===== config.mk =====
export PLATFORM = sky130hd
export DESIGN_NAME = pipeline_stall_controller
export DESIGN_NICKNAME = d
export VERILOG_FILES = /design/src/rtl/rv32_pipe_pkg.sv /design/src/rtl/sat_counter.sv /design/src/rtl/pipeline_stall_controller.sv
export SDC_FILE = /design/constraint.sdc
export NUM_CORES = 1
export LEC_CHECK = 0
export ABC_AREA = 1
export BUFFER_PORTS_ARGS = -buffer_cell sky130_fd_sc_hd__buf_4
export CAP_MARGIN = 10
export CELL_PAD_IN_SITES_DETAIL_PLACEMENT = 0
export CELL_PAD_IN_SITES_GLOBAL_PLACEMENT = 1
export CORE_MARGIN = 2
export CORE_UTILIZATION = 31
export DETAILED_ROUTE_END_ITERATION = 16
export GPL_ROUTABILITY_DRIVEN = 0
export GPL_TIMING_DRIVEN = 0
export PLACE_DENSITY_LB_ADDON = 0.1
export SLEW_MARGIN = 15
export SYNTH_ARGS = -nofsm -noshare
export SYNTH_HDL_FRONTEND = slang
export SYNTH_SLANG_ARGS = --single-unit

===== constraint.sdc =====
create_clock -name clk -period 1.85 [get_ports clk]
set_clock_uncertainty 0.1 [all_clocks]
set_input_delay 0.2775 -clock clk [delete_from_list [all_inputs] [get_ports clk]]
set_output_delay 0.2775 -clock clk [all_outputs]
set_load 0.05 [all_outputs]

===== src/rtl/rv32_pipe_pkg.sv =====
// Shared definitions for the in-order pipeline control logic: stall-controller
// FSM encodings, the flush-length limit and the stage-control bundle.
package rv32_pipe_pkg;

    typedef enum logic [1:0] {
        ST_RUN      = 2'd0,
        ST_MEM_WAIT = 2'd1,
        ST_FLUSH    = 2'd2,
        ST_ILLEGAL  = 2'd3
    } pipe_state_e;

    // The flush down-counter is 2 bits wide, so at most 3 extra flush cycles.
    localparam int FLUSH_CYCLES_MAX = 3;

    // One bit per pipeline control line, MSB first as listed.
    typedef struct packed {
        logic pc_we;
        logic if_id_en;
        logic id_ex_en;
        logic ex_mem_en;
        logic mem_wb_en;
        logic id_bubble;
        logic ex_bubble;
        logic if_flush;
    } pipe_ctrl_t;

    // Held in reset: nothing advances, and the IF/ID instruction is zeroed.
    localparam pipe_ctrl_t CTRL_RESET = '{pc_we: 1'b0, if_id_en: 1'b0, id_ex_en: 1'b0,
                                          ex_mem_en: 1'b0, mem_wb_en: 1'b0, id_bubble: 1'b0,
                                          ex_bubble: 1'b0, if_flush: 1'b1};
    // Data-memory stall: the whole pipe is frozen.
    localparam pipe_ctrl_t CTRL_FREEZE = '{pc_we: 1'b0, if_id_en: 1'b0, id_ex_en: 1'b0,
                                           ex_mem_en: 1'b0, mem_wb_en: 1'b0, id_bubble: 1'b0,
                                           ex_bubble: 1'b0, if_flush: 1'b0};
    // Taken branch: redirect PC and kill the two younger instructions.
    localparam pipe_ctrl_t CTRL_BRANCH = '{pc_we: 1'b1, if_id_en: 1'b1, id_ex_en: 1'b1,
                                           ex_mem_en: 1'b1, mem_wb_en: 1'b1, id_bubble: 1'b1,
                                           ex_bubble: 1'b1, if_flush: 1'b1};
    // Load-use: hold PC and IF/ID, push a bubble into EX.
    localparam pipe_ctrl_t CTRL_LOAD_USE = '{pc_we: 1'b0, if_id_en: 1'b0, id_ex_en: 1'b1,
                                             ex_mem_en: 1'b1, mem_wb_en: 1'b1, id_bubble: 1'b1,
                                             ex_bubble: 1'b0, if_flush: 1'b0};
    // Instruction fetch not ready: hold PC, feed a NOP into ID.
    localparam pipe_ctrl_t CTRL_IMEM = '{pc_we: 1'b0, if_id_en: 1'b1, id_ex_en: 1'b1,
                                         ex_mem_en: 1'b1, mem_wb_en: 1'b1, id_bubble: 1'b0,
                                         ex_bubble: 1'b0, if_flush: 1'b1};
    // Post-branch flush window: everything advances, the fetched word is killed.
    localparam pipe_ctrl_t CTRL_FLUSH = '{pc_we: 1'b1, if_id_en: 1'b1, id_ex_en: 1'b1,
                                          ex_mem_en: 1'b1, mem_wb_en: 1'b1, id_bubble: 1'b0,
                                          ex_bubble: 1'b0, if_flush: 1'b1};
    // Normal flow.
    localparam pipe_ctrl_t CTRL_RUN = '{pc_we: 1'b1, if_id_en: 1'b1, id_ex_en: 1'b1,
                                        ex_mem_en: 1'b1, mem_wb_en: 1'b1, id_bubble: 1'b0,
                                        ex_bubble: 1'b0, if_flush: 1'b0};

    // Clamp a requested flush length into the range the 2-bit counter can hold.
    function automatic logic [1:0] flush_load(input int n);
        if (n <= 0) return 2'd0;
        if (n >= FLUSH_CYCLES_MAX) return 2'(FLUSH_CYCLES_MAX);
        return 2'(n);
    endfunction

endpackage


===== src/rtl/sat_counter.sv =====
// Saturating up-counter with synchronous clear; clear wins over increment.
module sat_counter #(
    parameter int W = 16
) (
    input  logic         clk,
    input  logic         rst_n,
    input  logic         inc_i,
    input  logic         clr_i,
    output logic [W-1:0] cnt_o
);

    logic [W-1:0] cnt_q, cnt_d;

    // Next count: clear, else increment unless already at all-ones.
    always_comb begin
        // NOTE: assigning a default first means every path writes cnt_d, so no latch is inferred.
        cnt_d = cnt_q;
        if (clr_i) begin
            cnt_d = '0;
        end else if (inc_i && (cnt_q != '1)) begin
            cnt_d = cnt_q + W'(1);
        end
    end

    // Count register.
    always_ff @(posedge clk or negedge rst_n) begin
        // NOTE: state uses non-blocking assignments so all flops update together at the edge.
        if (!rst_n) begin
            cnt_q <= '0;
        end else begin
            cnt_q <= cnt_d;
        end
    end

    assign cnt_o = cnt_q;

endmodule


===== src/rtl/pipeline_stall_controller.sv =====
// Central stall/flush controller for a 5-stage pipeline. Turns hazard and
// memory-handshake inputs into stage-register enables, bubble and flush
// controls in the same cycle, and counts cycles in which the PC is held.
module pipeline_stall_controller
    import rv32_pipe_pkg::*;
#(
    parameter int FLUSH_CYCLES = 1,
    parameter int CNT_W        = 16
) (
    input  logic             clk,
    input  logic             rst_n,
    input  logic             load_use_i,
    input  logic             branch_taken_i,
    input  logic             imem_ready_i,
    input  logic             dmem_req_i,
    input  logic             dmem_ready_i,
    input  logic             cnt_clr_i,
    output logic             pc_we_o,
    output logic             if_id_en_o,
    output logic             id_ex_en_o,
    output logic             ex_mem_en_o,
    output logic             mem_wb_en_o,
    output logic             id_bubble_o,
    output logic             ex_bubble_o,
    output logic             if_flush_o,
    output logic [CNT_W-1:0] stall_cnt_o,
    output logic [1:0]       state_o
);

    localparam logic [1:0] FLUSH_LOAD = flush_load(FLUSH_CYCLES);

    pipe_state_e state_q, state_d;
    logic [1:0]  flush_cnt_q, flush_cnt_d;
    // Hazards seen while the pipe is frozen; EX/ID are held, but a pulsed
    // input must still be honoured once the pipe moves again.
    logic        pend_branch_q, pend_branch_d;
    logic        pend_lu_q, pend_lu_d;
    pipe_ctrl_t  ctrl;

    logic frozen;
    logic branch_eff;
    logic lu_eff;

    // In MEM_WAIT only dmem_ready releases the pipe; elsewhere a fresh
    // unanswered data request freezes it.
    assign frozen     = (state_q == ST_MEM_WAIT) ? ~dmem_ready_i
                                                 : (dmem_req_i & ~dmem_ready_i);
    assign branch_eff = branch_taken_i | pend_branch_q;
    assign lu_eff     = load_use_i | pend_lu_q;

    // State, flush counter and pending-hazard registers.
    always_ff @(posedge clk or negedge rst_n) begin
        if (!rst_n) begin
            state_q       <= ST_RUN;
            flush_cnt_q   <= 2'd0;
            pend_branch_q <= 1'b0;
            pend_lu_q     <= 1'b0;
        end else begin
            state_q       <= state_d;
            flush_cnt_q   <= flush_cnt_d;
            pend_branch_q <= pend_branch_d;
            pend_lu_q     <= pend_lu_d;
        end
    end

    // Next-state logic: freeze handling, branch entry/reload and flush countdown.
    always_comb begin
        state_d       = state_q;
        flush_cnt_d   = flush_cnt_q;
        pend_branch_d = frozen & branch_eff;
        pend_lu_d     = frozen & lu_eff;
        case (state_q)
            ST_RUN, ST_MEM_WAIT: begin
                if (frozen) begin
                    state_d = ST_MEM_WAIT;
                end else if (branch_eff && (FLUSH_LOAD != 2'd0)) begin
                    state_d     = ST_FLUSH;
                    flush_cnt_d = FLUSH_LOAD;
                end else begin
                    state_d = ST_RUN;
                end
            end
            ST_FLUSH: begin
                if (frozen) begin
                    state_d = ST_FLUSH;
                end else if (branch_eff) begin
                    flush_cnt_d = FLUSH_LOAD;
                end else if (flush_cnt_q <= 2'd1) begin
                    state_d     = ST_RUN;
                    flush_cnt_d = 2'd0;
                end else begin
                    flush_cnt_d = flush_cnt_q - 2'd1;
                end
            end
            default: begin
                state_d     = ST_RUN;
                flush_cnt_d = 2'd0;
            end
        endcase
    end

    // Output logic: control lines from state and live inputs, prioritised.
    always_comb begin
        ctrl = CTRL_RESET;
        if (rst_n) begin
            case (state_q)
                ST_RUN, ST_MEM_WAIT: begin
                    if (frozen)             ctrl = CTRL_FREEZE;
                    else if (branch_eff)    ctrl = CTRL_BRANCH;
                    else if (lu_eff)        ctrl = CTRL_LOAD_USE;
                    else if (!imem_ready_i) ctrl = CTRL_IMEM;
                    else                    ctrl = CTRL_RUN;
                end
                ST_FLUSH: begin
                    ctrl = frozen ? CTRL_FREEZE : CTRL_FLUSH;
                end
                default: begin
                    ctrl = CTRL_RESET;
                end
            endcase
        end
    end

    assign pc_we_o     = ctrl.pc_we;
    assign if_id_en_o  = ctrl.if_id_en;
    assign id_ex_en_o  = ctrl.id_ex_en;
    assign ex_mem_en_o = ctrl.ex_mem_en;
    assign mem_wb_en_o = ctrl.mem_wb_en;
    assign id_bubble_o = ctrl.id_bubble;
    assign ex_bubble_o = ctrl.ex_bubble;
    assign if_flush_o  = ctrl.if_flush;
    assign state_o     = state_q;

    sat_counter #(
        .W(CNT_W)
    ) u_stall_cnt (
        .clk   (clk),
        .rst_n (rst_n),
        .inc_i (~ctrl.pc_we),
        .clr_i (cnt_clr_i),
        .cnt_o (stall_cnt_o)
    );

endmodule


After elaboration in Yosys (flattened, before gate mapping):

Index checks and enable logic that the tools add are counted.

* register bits: 22
* output and inout bits: 26
* word-level logic and storage cells: 51

* add/sub/neg operators: 2
* order comparisons: 1
* eq/ne operators: 8
* mux-type cells: 22
* bitwise logic cells: 7
* reductions and logical operators: 6

Operators by type and width (count)
* 2-to-1 mux 8 bit: 6
* 2-to-1 mux 16 bit: 2
* 2-to-1 mux 2 bit: 10
* adder 16 x 1 -> 16 bit (second input constant): 1
* != test 16 bit (second input constant): 1
* one-hot mux 8 bit (2 select lines): 1
* one-hot mux 2 bit (2 select lines): 2
* != test 2 bit (second input constant): 3
* != test 3 bit (second input constant): 2
* AND 1 bit: 3
* AND reduction 3 bit: 1
* equality test 2 x 1 -> 1 bit (second input constant): 1
* equality test 2 bit (second input constant): 1
* <= comparator 2 x 1 -> 1 bit (second input constant): 1
* zero test 2 bit: 1
* NOT 1 bit: 2
* bitwise OR 1 bit: 2
* AND reduction 2 bit: 1
* nonzero test 2 bit: 1
* OR reduction 2 bit: 1
* subtractor 2 x 1 -> 2 bit (second input constant): 1
* logical AND 1 bit: 1
* 2-to-1 mux 1 bit: 1

Logic depth before layout (Yosys ltp):

Gate-level depths: netlist of run 1.

* depth after elaboration: 10
* gate-level depth with buffers: 10
* gate-level depth less buffers: 9

Cells and area by module:

A second synthesis of run 1 with hierarchy kept.

* cell total of the unflattened synthesis: 204
* area, all modules: 1452.6 µm²

By module, submodules not included
* sat_counter: times used 1, cells each 144, area an instance 1037.2 µm², sequential area each 400.4 µm²
* pipeline_stall_controller: times used 1, cells each 60, area an instance 415.4 µm², sequential area each 150.1 µm²

Worst setup path after synthesis of run 1:

No wires, ideal clock.

* kind: reg2out
* start: reg state_q[1], in the netlist state_o[1]
* end: out id_bubble_o
* data arrival time: 2315 ps
* setup slack: -843 ps
* stages on the path, launching flop included: 7
* path buffers: 0
* cell sequence: dfrtp_1 > inv_2 > nand2_1 > nand2_2 > nand2_4 > nand2_1 > a211oi_1

* word-level cells in the longest chain between the ends: 5

Ends and longest elaborated chain
* start: declaration: RTL line pipeline_stall_controller.sv:32 `pipe_state_e state_q, state_d;`
* start signal: assignment: RTL line pipeline_stall_controller.sv:59 `state_q <= state_d;`
* equality test 2 x 1 -> 1 bit: RTL line pipeline_stall_controller.sv:46, pipeline_stall_controller.sv:106
* 2-to-1 mux 1 bit: RTL line pipeline_stall_controller.sv:46 `assign frozen = (state_q == ST_MEM_WAIT) ? ~dmem_ready_i`
* 2-to-1 mux 8 bit: RTL line pipeline_stall_controller.sv:108 `if (frozen) ctrl = CTRL_FREEZE;`
* one-hot mux 8 bit (2 select lines) *: RTL line pipeline_stall_controller.sv:106 `case (state_q)`
* 2-to-1 mux 8 bit *: RTL line pipeline_stall_controller.sv:105 `if (rst_n) begin`
* end: declaration: RTL line pipeline_stall_controller.sv:23 `output logic id_bubble_o,`

Every way passes the cells marked *; elsewhere a longest branch is shown, timed or not.

Final worst setup path of run 1:

* start: reg state_q[1], in the netlist state_o[1]
* end: out if_id_en_o

* word-level cells in the longest chain between the ends: 5

Ends and longest elaborated chain
* equality test 2 x 1 -> 1 bit: RTL line pipeline_stall_controller.sv:46, pipeline_stall_controller.sv:106
* 2-to-1 mux 1 bit: RTL line pipeline_stall_controller.sv:46
* 2-to-1 mux 8 bit (on tied branches): RTL line pipeline_stall_controller.sv:115, pipeline_stall_controller.sv:108
* one-hot mux 8 bit (2 select lines) *: RTL line pipeline_stall_controller.sv:106
* 2-to-1 mux 8 bit *: RTL line pipeline_stall_controller.sv:105
* end: declaration: RTL line pipeline_stall_controller.sv:19 `output logic if_id_en_o,`

Marked as above.

==> out/results.ini, run 1 <==
[clock_network]
h-tree-depth = 1
max-clock-path-buffers = 2
cts_root_buffer = clkbuf_8
clk_latency_ns = 0.27
path_clk_slew_ns = 0.09
cts_sinks = 22
tritoncts = yes
numCtsBuffers = 3

[floorplan]
chipHeight_um = 73.8
rows = 25
core_area_um2 = 4720
dieWidth_um = 73.8
dieArea_um2 = 5440
io_pins = 34
start_util_pct = 31.9

[pwr]
p_int_uw = 1040
p_per_area_nw_per_um2 = 814
p_switching_uw = 759
p_leak_uw = 0.00106
pwr-share-comb_pct = 49.8
pwr-share-seq_pct = 31.7
clock_power_share_pct = 18.6
peakVddDrop_mv = 0.676
finalPower_uw = 1800
swShare_pct = 42.2

[min_path]
hold_class = in2reg
hold_end = pend_lu_q
hp-start = load_use_i
whs_path_depth = 3

[setup_path]
crit_slowest_cell = dfrtp_2
cp-end-kind = output port
crit_type = reg2out
reg2reg_depth = 10
critPathMaxStageDelay_ns = 0.44
start_kind = flop
rr_startpoint = u_stall_cnt.cnt_o[0]
reg2reg_slack_ns = 0.11
cp.arrival_ns = 1.49
r2r-end = u_stall_cnt.cnt_o[15]
path_cells = inv_4, nand2_2, nand2_2, nand2_4, nand2_4, nor2_4, o21a_2, buf_6
cp_max_fo = 5
cp_data_required_time_ns = 1.47

[finish]
antennaDiodeCount = 0
final_cell_mix = 50 x nand2_1, 42 x buf_4, 31 x nand3_1
final_area_um2 = 2210
multi_input_area_um2 = 911
final_util_pct = 46.8
syn_to_final_growth_pct = 46.4
final_layout_size_suffix_gt1_share_pct = 35.8
nNetsFinal = 275
fillerInstances = 484
final_common_cell = nand2_1
register_area_um2 = 556

[grt]
antenna_found_initial = 0
grt.overflow.total = 0
grt.total_usage_pct = 18.3
grt_max_degree = 23
grt_pass1_vias = 1542
grt_pass1_wl_mm = 7.60

[timing]
min_period_ns = 1.87
worst_pin_slew_ns = 0.407
final-hold-violation-count = 0
grt_setup_unrepaired = true
max_slew_margin_pct = 72.8
setup_ws_ns = -0.0202
finalCritPeriodShare_pct = 101
slew_violations = 0
fmax_ghz = 0.535
finalSetupViolCount = 3
setup_tns_ns = -0.0212

[logic_synthesis]
yosysSeqAreaShare_pct = 36.5
ys_warn_count = 0
syn_avg_cell_area_um2 = 7.29
ys_ff_latch = 22
synth.cell_area_um2 = 1510
synth_cell_types = 28
syn-instance-count = 207
syn_nets = 216

[status]
violations = setup timing
outcome = finished with violations

[routing]
route.detailed.drc = 0
vias = 1566
drt-total-wl_mm = 4.61
first_pass_iters = 4
viasPerCell = 4.72
drtIter0Drc = 90
routedWlPerCell_um = 13.9
ant_nets = 0

[placement]
io_buffers = 33
postPlaceCellArea_um2 = 1890
hpwlAfterDp_mm = 2.97
dp_slack_ns = -0.302

[run]
max_cap_viol_count = 0

[kinds of logic (layout without fill, tap and decap cells)]
group,count (synthesis),in the layout,synth area share (%)
compound gates,12,12,5.80
xor+xnor,7,7,4.06
fa+ha+maj,1,1,0.829
buf+inv,28,86,8.87
flops,22,22,36.5
simple gates,137,137,43.9
[worst max-delay path, delay by kind of cell, from the launching register on]
kind,cells,cell delay (ns)
and+or+nand+nor,5,0.36
DFF,1,0.44
buffers and inverters,2,0.22
AOI/OAI and AO/OA,1,0.20
[cells in the mapped netlist, drive strengths merged]
cell type	n	area [um2]
nand2	57	236
nand3	34	180
nor2	29	129
dfrtp	22	551
inv	21	78.8
nand3b	9	67.6
a21oi	6	41.3
buf	6	47.5
xor2	6	52.6
nand4	4	25.0
nor3	4	25.0
o21ai	4	31.3
a211oi	1	7.51
clkbuf	1	7.51
ha	1	12.5
o21a	1	7.51
xnor2	1	8.76
[power groups by stage]
| stage | Sequential [uW] | Combinational, uW | Clock (uW) |
|---|---|---|---|
| 2_1_floorplan | 656 | 380 | 0 |
| 3_3_place_gp | 580 | 643 | 0 |
| 3_5_place_dp | 579 | 642 | 0 |
| 4_1_cts | 565 | 816 | 342 |
| 5_1_grt | 573 | 956 | 360 |
| 6_report | 570 | 895 | 334 |
[cell type report]
cell class,count,share of cell area [%]
Tap cell,67,3.79
Sequential cell,22,25.1
Timing Repair Buffer,54,21.1
Inverter,21,3.85
Clock buffer,4,2.04
Multi-Input combinational cell,157,41.2
Buffer,7,2.83
[flip-flops by register name, summed over array words and instances, names as in the netlist]
signal / cells
u_stall_cnt.cnt_o: 16
flush_cnt_q: 2
pend_lu_q: 1
state_o: 2
pend_branch_q: 1
[worst max-delay path by stage]
stage / start / slack [ns] / end
2_1_floorplan: state_o[1] / -0.06 / u_stall_cnt.cnt_o[3]
3_3_place_gp: rst_n / -0.32 / u_stall_cnt.cnt_o[15]
3_5_place_dp: rst_n / -0.30 / u_stall_cnt.cnt_o[11]
4_1_cts: state_o[1] / -0.03 / if_id_en_o
5_1_grt: state_o[1] / -0.08 / if_id_en_o
6_report: state_o[1] / -0.02 / if_id_en_o
[metal layers]
layer | vias up | track usage [%] | share of wire [%]
met5 | - | 0 | 0
met4 | 0 | 3.64 | 0.63
met3 | 2 | 3.29 | 4.0
met2 | 35 | 30.7 | 51
met1 | 739 | 24.6 | 45
li1 | 790 | - | -
[repair_timing]
| action | 4_1_cts | 5_1_grt |
|---|---|---|
| gates resized for setup | 18 | 9 |
| gates cloned | 0 | 1 |
| setup endpoints to repair | 18 | 21 |
| setup buffers | 12 | 6 |
| hold buffers | 2 | 0 |
| pin swaps | 5 | 4 |
| hold endpoints to repair | 22 | 0 |
[stage by stage]
step,cells,hold slack (ns)
floorplan,207,-0.118
global placement,307,0.103
detailed placement,307,0.104
CTS,325,0.171
global route,332,0.173
finish,332,0.172
Note: power is estimated with default switching activity, not from simulation.
==> run 2, diff against run 1 <==
- REMOVE_ABC_BUFFERS: not set -> 1
==> run 2 against run 1 <==
  * The run still ends with setup timing left
  * Fmax rose by 0.89%
  * Core utilization fell by 2.4 points
  * Register-to-register slack improved by 0.03 ns
  * Sequential power barely moved
  * Design area fell by 5.0%
  * Die area did not move
  * Clock power rose by 41%
  * Global-route usage fell by 2.5 points
  * Combinational power fell by 15%
  * First-iteration DRC count fell by 59%
  * Power rose by 0.26%
  * Critical endpoint unchanged
  * Largest power group unchanged
==> out/results.ini, run 2 (synthesis results as in run 1) <==
[status]
outcome = finished with violations  ; unchanged
violations = setup timing  ; unchanged

[floorplan]
dieArea_um2 = 5440  ; unchanged
io_pins = 34  ; unchanged
core_area_um2 = 4720  ; unchanged
rows = 25  ; unchanged
dieWidth_um = 73.8  ; unchanged
chipHeight_um = 73.8  ; unchanged
start_util_pct = 31.9  ; unchanged

[timing]
setup_ws_ns = -0.00375  ; was -0.0202 ns
grt_setup_unrepaired = true  ; unchanged
max_slew_margin_pct = 36.4  ; was 72.8%
slew_violations = 0  ; unchanged
finalSetupViolCount = 1  ; was 3
worst_pin_slew_ns = 0.953  ; was 0.407 ns
finalCritPeriodShare_pct = 100  ; was 101%
final-hold-violation-count = 0  ; unchanged
min_period_ns = 1.85  ; was 1.87 ns
fmax_ghz = 0.539  ; was 0.535 GHz

[clock_network]
h-tree-depth = 1  ; unchanged
tritoncts = yes  ; unchanged
cts_root_buffer = clkbuf_8  ; unchanged
clk_latency_ns = 0.27  ; about the same
numCtsBuffers = 3  ; unchanged
max-clock-path-buffers = 2  ; unchanged
path_clk_slew_ns = 0.09  ; about the same
cts_sinks = 22  ; unchanged

[placement]
io_buffers = 33  ; unchanged
dp_slack_ns = -0.172  ; was -0.302 ns
hpwlAfterDp_mm = 2.59  ; was 2.97 mm
dp_cells = 300  ; was 307

[run]
max_cap_viol_count = 0  ; unchanged

[setup_path]
r2r-end = u_stall_cnt.cnt_o[4]  ; was u_stall_cnt.cnt_o[15]
cp_data_required_time_ns = 1.47  ; about the same
crit_slowest_cell = dfrtp_2  ; unchanged
cp-end-kind = output port  ; unchanged
critPathMaxStageDelay_ns = 0.46  ; was 0.44 ns
crit_type = reg2out  ; unchanged
crit_family = flip-flops  ; unchanged
start_kind = flop  ; unchanged
path_cells = inv_4, nand2_2, nand2_2, nand2_4, nand2_4, nor2_4, o21a_1, buf_6  ; was inv_4, nand2_2, nand2_2, nand2_4, nand2_4, nor2_4, o21a_2, buf_6
critical_path_buf_inv_count = 2  ; unchanged
cp.arrival_ns = 1.48  ; was 1.49 ns
reg2reg_slack_ns = 0.14  ; was 0.11 ns
rr_startpoint = u_stall_cnt.cnt_o[1]  ; was u_stall_cnt.cnt_o[0]
cp_max_fo = 5  ; unchanged
reg2reg_depth = 9  ; was 10

[routing]
drtIter0Drc = 37  ; was 90
vias = 1469  ; was 1,566
drt-total-wl_mm = 4.11  ; was 4.61 mm
ant_nets = 0  ; unchanged
route.detailed.drc = 0  ; unchanged
viasPerCell = 4.58  ; was 4.72
first_pass_iters = 4  ; unchanged
routedWlPerCell_um = 12.8  ; was 13.9 um

[min_path]
hold_end = pend_lu_q  ; unchanged
hp-start = load_use_i  ; unchanged
whs_path_depth = 3  ; unchanged
hold_class = in2reg  ; unchanged

[pwr]
pwr-share-comb_pct = 42.1  ; was 49.8%
p_int_uw = 1090  ; was 1040 uW
swShare_pct = 39.8  ; was 42.2%
p_switching_uw = 718  ; was 759 uW
clock_power_share_pct = 26.2  ; was 18.6%
p_per_area_nw_per_um2 = 860  ; was 814 nW/um2
p_leak_uw = 0.00101  ; was 0.00106 uW
peakVddDrop_mv = 0.486  ; was 0.676 mV
pwr-share-seq_pct = 31.8  ; was 31.7%

[grt]
grt.total_usage_pct = 15.7  ; was 18.3%
grt.overflow.total = 0  ; unchanged
grt_pass1_vias = 1383  ; was 1,542
grt_pass1_wl_mm = 6.66  ; was 7.60 mm
antenna_found_initial = 0  ; unchanged
grt_max_degree = 33  ; was 23

[finish]
fillerInstances = 490  ; was 484
nNetsFinal = 264  ; was 275
antennaDiodeCount = 0  ; unchanged
final_util_pct = 44.4  ; was 46.8%
stdcell_count = 321  ; was 332
largest_reg_flops = 16  ; unchanged
final_common_cell = nand2_1  ; unchanged
final_layout_size_suffix_gt1_share_pct = 32.3  ; was 35.8%
final_cell_mix = 49 x nand2_1, 43 x buf_4, 31 x nand3_1  ; was 50 x nand2_1, 42 x buf_4, 31 x nand3_1
syn_to_final_growth_pct = 39.1  ; was 46.4%

[run 2: metrics by stage]
step | setup TNS (ns) | area [um2] | power [uW] | hold slack, ns
2_1_floorplan | -8.93 | 1450 | 970 | -0.118
3_3_place_gp | -2.87 | 1790 | 1150 | 0.102
3_5_place_dp | -2.73 | 1790 | 1140 | 0.100
4_1_cts | -0.0138 | 2000 | 1730 | 0.180
5_1_grt | -0.503 | 2100 | 1910 | 0.210
6_report | -0.00375 | 2100 | 1800 | 0.179
[run 2: layout make-up]
| cell class | instances | area [um2] | area share, % |
|---|---|---|---|
| multi-input cells | 158 | 907 | 43.2 |
| clock buffers | 3 | 41.3 | 1.97 |
| well taps | 67 | 83.8 | 4.00 |
| inverters | 21 | 81.3 | 3.88 |
| repair buffers | 49 | 402 | 19.1 |
| clock inverters | 1 | 30.0 | 1.43 |
| flip-flops and latches | 22 | 553 | 26.4 |
[run 2: how the worst max path moves through the flow]
stage | slack [ns] | startpoint | to | cells after the start
final | -0.004 | state_o[1] | if_id_en_o | 8
after global routing | -0.1 | state_o[1] | if_id_en_o | 8
after CTS | -0.01 | state_o[1] | if_id_en_o | 8
after detailed placement | -0.17 | rst_n | u_stall_cnt.cnt_o[13] | 7
after global placement | -0.18 | rst_n | u_stall_cnt.cnt_o[15] | 7
after floorplan | -0.84 | state_o[1] | id_bubble_o | 6
[run 2: per-layer routing]
layer  part of all wire (%)  global-route usage (%)
met5                      0                       0
met4                   0.41                    3.03
met3                    2.9                    2.19
met2                     49                    26.6
met1                     48                    21.4
[run 2: power by group through the flow]
stage | Clock [uW] | Sequential, uW | Combinational (uW)
finish | 472 | 573 | 758
CTS | 482 | 569 | 683
detailed placement | 0 | 575 | 569
global route | 508 | 580 | 819
floorplan | 0 | 651 | 319
global placement | 0 | 575 | 571
[run 2: what timing repair did]
| item | in CTS | in global routing |
|---|---|---|
| buffers inserted | 9 | 5 |
| hold endpoints to repair | 22 | 0 |
| setup endpoints to repair | 23 | 21 |
| pin swaps | 3 | 2 |
| gates resized for setup | 15 | 11 |
| gates cloned | 0 | 1 |
| hold buffers | 2 | 0 |
[run 2: worst min-delay path, cell delays in order]
cell	delay (ns)
buf_4	0.08
nor2_2	0.06
nor2_1	0.10
